## config.mk

```make
export PLATFORM = sky130hd
export DESIGN_NAME = im_loader
export DESIGN_NICKNAME = d
export VERILOG_FILES = /design/src/rtl/im_loader.sv
export SDC_FILE = /design/constraint.sdc
export NUM_CORES = 1
export LEC_CHECK = 0
export CELL_PAD_IN_SITES_DETAIL_PLACEMENT = 1
export CELL_PAD_IN_SITES_GLOBAL_PLACEMENT = 1
export CORE_MARGIN = 1.5
export CORE_UTILIZATION = 35
export CTS_BUF_LIST = sky130_fd_sc_hd__clkbuf_4
export DETAILED_ROUTE_END_ITERATION = 8
export PLACE_DENSITY_LB_ADDON = 0.12
export SLEW_MARGIN = 20
export SYNTH_ARGS = -nofsm -noshare
export SYNTH_HDL_FRONTEND = slang
export SYNTH_SLANG_ARGS = --single-unit
```

## constraint.sdc

```tcl
create_clock -name iClk -period 5 [get_ports iClk]
set_input_delay 0.75 -clock iClk [delete_from_list [all_inputs] [get_ports iClk]]
set_output_delay 0.75 -clock iClk [all_outputs]
set_load 0.02 [all_outputs]
```

## src/rtl/im_loader.sv

```systemverilog
// im_loader: writable 16-word instruction memory filled by a length-prefixed,
// big-endian byte stream; holds the core in reset while a load is in progress.
module im_loader #(
  parameter int unsigned DW = 16,
  parameter int unsigned AW = 4
) (
  input  logic          iClk,
  input  logic          iRst_n,
  input  logic          iStart,
  input  logic [7:0]    iByte,
  input  logic          iByteValid,
  output logic          oByteReady,
  output logic          oCpuRst_n,
  output logic          oDone,
  output logic          oErr,
  input  logic [AW-1:0] iAddr,
  output logic [DW-1:0] oData
);
  localparam int unsigned DEPTH = 1 << AW;
  localparam int unsigned CW    = AW + 1;

  typedef enum logic [2:0] {IDLE, HDR, HI, LO, DONE} state_t;

  state_t        state;
  logic [AW-1:0] wp;
  logic [CW-1:0] cnt;
  logic [7:0]    hi;
  logic [DW-1:0] mem [DEPTH];

  logic xfer;
  logic hdr_ok;
  logic wr_en;

  assign xfer   = iByteValid && oByteReady;
  assign hdr_ok = (iByte != 8'd0) && (32'(iByte) <= DEPTH);
  // A reset on the same edge as a low-byte transfer suppresses the write.
  assign wr_en  = xfer && (state == LO) && iRst_n;

  // Fetch port is a plain combinational read; a same-cycle write shows next cycle.
  assign oData = mem[iAddr];

  always_ff @(posedge iClk) begin
    if (wr_en) begin
      mem[wp] <= DW'({hi, iByte});
    end
  end

  always_ff @(posedge iClk) begin
    if (!iRst_n) begin
      state      <= IDLE;
      oByteReady <= 1'b0;
      oCpuRst_n  <= 1'b1;
      oDone      <= 1'b0;
      oErr       <= 1'b0;
      wp         <= '0;
      cnt        <= '0;
      hi         <= '0;
    end else begin
      oDone <= 1'b0;
      unique case (state)
        IDLE: begin
          if (iStart) begin
            state      <= HDR;
            oByteReady <= 1'b1;
            oCpuRst_n  <= 1'b0;
            oErr       <= 1'b0;
            wp         <= '0;
          end
        end
        HDR: begin
          if (xfer) begin
            if (hdr_ok) begin
              cnt   <= CW'(iByte);
              state <= HI;
            end else begin
              oErr       <= 1'b1;
              oCpuRst_n  <= 1'b1;
              oByteReady <= 1'b0;
              state      <= IDLE;
            end
          end
        end
        HI: begin
          if (xfer) begin
            hi    <= iByte;
            state <= LO;
          end
        end
        LO: begin
          if (xfer) begin
            wp  <= wp + AW'(1);
            cnt <= cnt - CW'(1);
            if (cnt == CW'(1)) begin
              state      <= DONE;
              oByteReady <= 1'b0;
              oDone      <= 1'b1;
            end else begin
              state <= HI;
            end
          end
        end
        DONE: begin
          oCpuRst_n <= 1'b1;
          state     <= IDLE;
        end
        default: state <= IDLE;
      endcase
    end
  end
endmodule
```

==> metrics.md, run 1 <==
| Metric | Value |
|---|---|
| Status | `finished clean` |
| Peak supply drop | `0.118 mV` |
| Synth Net Count | `541` |
| Fin area | `12,900 um2` |
| Placed cells | `948` |
| Area growth syn-to-layout | `16.8%` |
| CTS tree | `yes` |
| Total Power | `4.69 mW` |
| DP HPWL | `14,500 um` |
| Yosys warns | `0` |
| CP Launch Type | `input pin` |
| Required time worst endpoint | `4250 ps` |
| CP Cell Sequence | `buf_4 > buf_4 > mux4_1 > mux4_2 > clkdlybuf4s50_1` |
| Share of post-route cells with drive strength above 1 | `0.343` |
| Post-Synth Adder-Cell Area | `0.00680` |
| Fin nets | `651` |
| Vias post-DR | `5,624` |
| Switching share of power | `0.213` |
| DRC Markers | `0` |
| R2R Setup Slk | `2230 ps` |
| CP endpoint kind | `output pin` |
| Mux share of post-synthesis cell area | `0.178` |
| Seq/Total Area, Yosys | `0.740` |
| Largest net degree at the start of global routing | `65` |
| Ports | `36` |
| Die H | `181 um` |
| Leak Pwr | `4.53 nW` |
| Worst Setup SP | `iAddr[0]` |
| Vias per cell | `5.21` |
| Simple-gate share of the synthesized area | `0.0359` |
| Placed inst area | `12,000 um2` |
| Syn_area_per_cell | `21.3 um2` |
| Main synth FF type | `edfxtp_1` |
| Final setup violating endpoints | `0` |
| Hold Crit Class | `reg -> reg` |
| Data arrival time of the worst path | `3180 ps` |
| Met1 Routed Length | `11,200 um` |
| Main combinational cell family by area after synthesis | `multiplexers` |
| Final critical-path required period | `3930 ps` |
| Top post-synthesis cells by area | `edfxtp_1 70%, mux4_2 13%, dfxtp_1 4.4%` |
| Post-Layout Cell Count | `1,079` |
| Maxcap violations | `0` |
| Row count | `64` |
| Final Hold Viols | `0` |
| Placer Congestion | `0.721` |
| CTS resizes | `0` |
| # Post-CTS Setup Buffers | `0` |
| Initial Utilization | `0.358` |
| Synth Cell Area | `11,000 um2` |
| DRT antenna net count | `0` |
| CTS buffer count | `75` |
| Number of antenna violations at the first check in global routing | `4` |
| Synthesized flop and latch total | `280` |
| 1st-iter DRT viols | `377` |
| Drt wl/cell | `24.3 um` |
| Final WL | `26,200 um` |
| Gr ovfl total | `0` |
| Worst path slowest cell | `mux4_1` |
| GRT Total Usage | `0.168` |
| Max Freq | `255 MHz` |
| Mapped Cells | `519` |
| Core area | `30,800 um2` |
| Critical path class | `in -> out` |
| Max Slew Vio Count | `0` |
| Metal2 WL | `13,200 um` |
| H-Tree Depth | `3` |
| Highest metal used | `met4` |
| IO buf count | `35` |
| Post-synth top area share | `0.696` |
| Synth cell types | `50` |
| Setup tns final | `0 ps` |
| Final core utilization | `0.418` |
| Clk sink count | `280` |
| CP top delay family | `buffers and inverters` |
| RSZ-0062 raised after global routing | `no` |
| DIE AREA | `32,600 um2` |
| Tcrit/Tclk final | `0.785` |
| Clk_lat worst skew | `650 ps` |
| TritonRoute pass-1 iters | `4` |
| Pint | `3.69 mW` |
| Clock power frac | `0.413` |
| Worst-Margin Slew | `888 ps` |
| Hold_buf cts | `0` |
| CP most frequent cell | `buf_4` |
| CTS max path bufs | `3` |
| Setup Skew | `37.3 ps` |
| Vias in the first global route | `6,395` |
| Post-synthesis xor/xnor area fraction | `0.000793` |
| Pwr Density | `364 nW/um2` |
| P_sw | `1.00 mW` |
| Metal3 WL | `1440 um` |
| Hold_sp | `cnt[1]` |
| Worst R2R Start | `state[1]` |
| Global-route wire length before repair | `39,800 um` |
| Die width | `181 um` |
| Power share of the sequential group | `0.542` |
| Number of synthesized flops with an enable pin | `256` |
| Compound-Gate Fraction of Synth Area | `0.0195` |
| Synth area leader | `edfxtp_1` |
| Comb power frac | `0.045` |
| FFs w/ async S/R, synth | `0` |
| CP peak stage delay | `560 ps` |
| Slew HR | `0.406` |
| Clk slew on worst S/H paths | `60 ps` |
| CTS root buffer | `clkbuf_4` |
| Worst Path Max Fanout | `25` |
| WP buf/inv | `3` |
## layout by cell type, fill, tap and decap left out, drive strengths merged, types with 2 or more instances in the layout
cell           count
edfxtp           256
clkbuf           117
mux4              80
clkdlybuf4s50     33
buf               28
nor2              28
dfxtp             24
nand2             12
clkinv            11
mux2i              9
nor3               8
inv                7
o21ai              6
ha                 6
nand2b             5
nor4               5
and2               4
a211oi             4
a31oi              4
a21oi              4
diode              3
nand3              3
a31o               2
o22ai              2
nand4              2
or3b               2
## worst paths after layout
path,to,cells after the start
worst max-delay path,oData[3],5
worst min-delay path,cnt[1],2
worst max register to register,mem[8][11],5
worst min register to register,cnt[1],2
## area by class of cell
class,instances,area (um2)
Antenna cell,3,7.51
Clock buffer,117,878
Clock inverter,11,42.5
Fill cell,2923,17900
Inverter,7,26.3
Multi-Input combinational cell,204,2710
Sequential cell,280,8170
Tap cell,396,495
Timing Repair Buffer,61,563
## worst register-to-register path: cells and delay by family (launching register included)
kind / cells / cell delay, ps
buffers and inverters: 1 / 370
and+or+nand+nor: 4 / 1510
DFF: 1 / 520
## registers in the layout, indices dropped and copies added, names as in the netlist
register    cells
mem           256
hi              8
cnt             5
wp              4
state           3
oByteReady      1
oCpuRst_n       1
oDone           1
oErr            1
## metal layers
metal	vias up	track usage
li1	2453	-
met1	2979	0.216
met2	155	0.283
met3	37	0.0416
met4	0	0.0534
met5	-	0
## cells in the mapped netlist (all sizes together) (2+ instances only)
| library cell | count |
|---|---|
| a211oi | 4 |
| a31oi | 4 |
| nand3 | 3 |
| mux4 | 80 |
| a31o | 2 |
| nor3 | 8 |
| a21oi | 4 |
| or3b | 2 |
| buf | 20 |
| and2 | 4 |
| dfxtp | 24 |
| nor2 | 28 |
| o22ai | 2 |
| o21ai | 6 |
| inv | 6 |
| nand2 | 12 |
| ha | 6 |
| nand2b | 5 |
| nor4 | 5 |
| nand4 | 2 |
| edfxtp | 256 |
| clkbuf | 7 |
| mux2i | 9 |
## stage by stage
stage	setup slack, ps	hold WS [ps]
floorplan	2040	448
global placement	1000	461
detailed placement	999	480
CTS	1000	491
global route	914	520
finish	1070	484
## power by group through the flow
stage / logic (mW) / clock network, mW / registers (mW)
final: 0.213 / 1.94 / 2.54
after global routing: 0.230 / 2.13 / 2.54
after CTS: 0.219 / 2.02 / 2.54
after detailed placement: 0.218 / 0 / 2.59
after global placement: 0.215 / 0 / 2.59
after floorplan: 0.129 / 0 / 2.59
## kinds of logic after synthesis
logic type                 Yosys count
xor gates and xnor gates             1
muxes                               90
AOI/OAI and AO/OA                   31
adders and majority gates            6
DFF                                280
buffers and inverters               35
and+or+nand+nor                     76
Note: power is estimated with default switching activity, not from simulation.
==> run 2, diff against run 1 <==
- clock period: 5 -> 3.8 ns (I/O delays scaled with it)
==> run 2 against run 1 <==
  * Routed wire length up 1.3%
  * Sequential share of layout area down 0.51 points
  * Register-to-register slack worse by 890 ps
  * Sequential power up 31%
  * Non-clock buffer count up 15
  * Critical path depth unchanged
  * Power up 31%
  * Critical endpoint is now oData[1]
  * Largest cell class unchanged
  * Largest power group unchanged
  * Highest routed layer unchanged
==> metrics.md, run 2 (synthesis results as in run 1) <==
| Metric | Value |
|---|---|
| Worst Path Max Fanout | `38 (was 25)` |
| R2R Setup Slk | `1340 ps (was 2230 ps)` |
| Data arrival time of the worst path | `2720 ps (was 3180 ps)` |
| Fill cells | `2,940 (was 2,923)` |
| Setup tns final | `0 ps (unchanged)` |
| Hold_buf cts | `0 (unchanged)` |
| 1st-iter DRT viols | `302 (was 377)` |
| Worst path slowest cell | `mux4_1 (unchanged)` |
| DIE AREA | `32,600 um2 (unchanged)` |
| # Post-CTS Setup Buffers | `0 (unchanged)` |
| Vias in the first global route | `6,381 (was 6,395)` |
| DRC Markers | `0 (unchanged)` |
| Tcrit/Tclk final | `0.864` |
| Core area | `30,800 um2 (unchanged)` |
| Initial Utilization | `0.358 (unchanged)` |
| Peak supply drop | `0.155 mV (was 0.118 mV)` |
| Slew HR | `0.446 (was 0.406)` |
| Biggest regs | `mem (256), hi (8), cnt (5) (unchanged)` |
| Worst setup slack after layout | `515 ps (was 1070 ps)` |
| Most flops, register | `mem (unchanged)` |
| TritonRoute pass-1 iters | `4 (unchanged)` |
| Vias per cell | `5.23 (was 5.21)` |
| Post-Layout Cell Count | `1,093 (was 1,079)` |
| Pre-CTS setup slack | `490 ps (was 999 ps)` |
| Final setup violating endpoints | `0 (unchanged)` |
| Die width | `181 um (unchanged)` |
| Clk_lat worst skew | `660 ps (was 650 ps)` |
| Hold depth | `2 (unchanged)` |
| CTS max path bufs | `3 (unchanged)` |
| Ports | `36 (unchanged)` |
| CP Launch Type | `input pin (unchanged)` |
| Status | `finished clean (unchanged)` |
| Vias post-DR | `5,714 (was 5,624)` |
| DRT antenna net count | `0 (unchanged)` |
| CTS resizes | `0 (unchanged)` |
| Drt wl/cell | `24.3 um (about the same)` |
| Max Slew Vio Count | `0 (unchanged)` |
| Worst-Margin Slew | `829 ps (was 888 ps)` |
| Final critical-path required period | `3290 ps` |
| Number of antenna violations at the first check in global routing | `2 (was 4)` |
| Final WL | `26,600 um (was 26,200 um)` |
| Final core utilization | `0.422 (was 0.418)` |
| Critical path class | `in -> out (unchanged)` |
| CP peak stage delay | `610 ps (was 560 ps)` |
| Largest net degree at the start of global routing | `56 (was 65)` |
| CTS tree | `yes (unchanged)` |
| RSZ-0062 raised after global routing | `no (unchanged)` |
| Leak Pwr | `4.56 nW (was 4.53 nW)` |
| Clk sink count | `280 (unchanged)` |
| Min Hold Slack | `480 ps (was 484 ps)` |
| CTS root buffer | `clkbuf_4 (unchanged)` |
| Required time worst endpoint | `3230 ps (was 4250 ps)` |
| CTS buffer count | `74 (was 75)` |
| Row count | `64 (unchanged)` |
| Final Hold Viols | `0 (unchanged)` |
| IO buf count | `35 (unchanged)` |
| DP HPWL | `15,300 um (was 14,500 um)` |
| H-Tree Depth | `3 (unchanged)` |
| Gr ovfl total | `0 (unchanged)` |
| Most frequent cells in the layout | `256 x edfxtp_1, 110 x clkbuf_4, 63 x mux4_2 (was 256 x edfxtp_1, 117 x clkbuf_4, 63 x mux4_2)` |
| Most common cell after layout, fill and taps aside | `edfxtp_1 (unchanged)` |
| CP endpoint kind | `output pin (unchanged)` |
| Setup Skew | `56.0 ps (was 37.3 ps)` |
| Share of post-route cells with drive strength above 1 | `0.356 (was 0.343)` |
| Clk slew on worst S/H paths | `60 ps (about the same)` |
| Global-route wire length before repair | `39,800 um (about the same)` |
| Placer Congestion | `0.732 (was 0.721)` |
| Die H | `181 um (unchanged)` |
| Number of flip-flops in the largest register | `256 (unchanged)` |
| CP Cell Sequence | `buf_4 > buf_12 > mux4_1 > mux4_2 > clkdlybuf4s50_1 (was buf_4 > buf_4 > mux4_1 > mux4_2 > clkdlybuf4s50_1)` |
| Pwr Density | `473 nW/um2 (was 364 nW/um2)` |
| Placed cells | `963 (was 948)` |
| Max Freq | `304 MHz` |
| Maxcap violations | `0 (unchanged)` |
| Hold Crit Class | `reg -> reg (unchanged)` |
| GRT Total Usage | `0.169 (was 0.168)` |
| Area growth syn-to-layout | `17.7% (was 16.8%)` |
| FF-to-FF path depth | `6 (was 5)` |
| Fin nets | `665 (was 651)` |
[run 2: path summary, 6_finish.rpt]
| kind | start | to |
|---|---|---|
| max | iAddr[0] | oData[1] |
| max reg2reg | state[1] | mem[6][4] |
| min reg2reg | cnt[1] | cnt[1] |
| min | cnt[1] | cnt[1] |
[run 2: layer usage]
layer / track usage / share of wire
met5: 0 / 0
met3: 0.0338 / 0.039
met1: 0.220 / 0.44
met4: 0.0709 / 0.028
met2: 0.278 / 0.49
[run 2: final cells by class]
| type | count | area [um2] | share of cell area |
|---|---|---|---|
| Antenna cell | 1 | 2.50 | 0.000193 |
| Timing Repair Buffer | 76 | 688 | 0.0529 |
| Sequential cell | 280 | 8170 | 0.628 |
| Tap cell | 396 | 495 | 0.0381 |
| Clock buffer | 110 | 826 | 0.0635 |
| Clock inverter | 19 | 78.8 | 0.00606 |
| Multi-Input combinational cell | 204 | 2710 | 0.209 |
| Inverter | 7 | 26.3 | 0.00202 |
[run 2: through the flow]
stage	total power, mW	cell area (um2)
after global routing	6.42	13000
after CTS	6.26	13000
final	6.14	13000
after floorplan	3.59	11000
after global placement	3.71	12100
after detailed placement	3.72	12100
[run 2: critical path, delay by kind of cell]
kind,cells,cell delay [ps]
muxes,2,1140
buffers and inverters,3,960
[run 2: power by group]
part           switching [mW]  internal [mW]
Clock                    1.17           1.32
Sequential            0.00615           3.34
Combinational           0.156          0.147
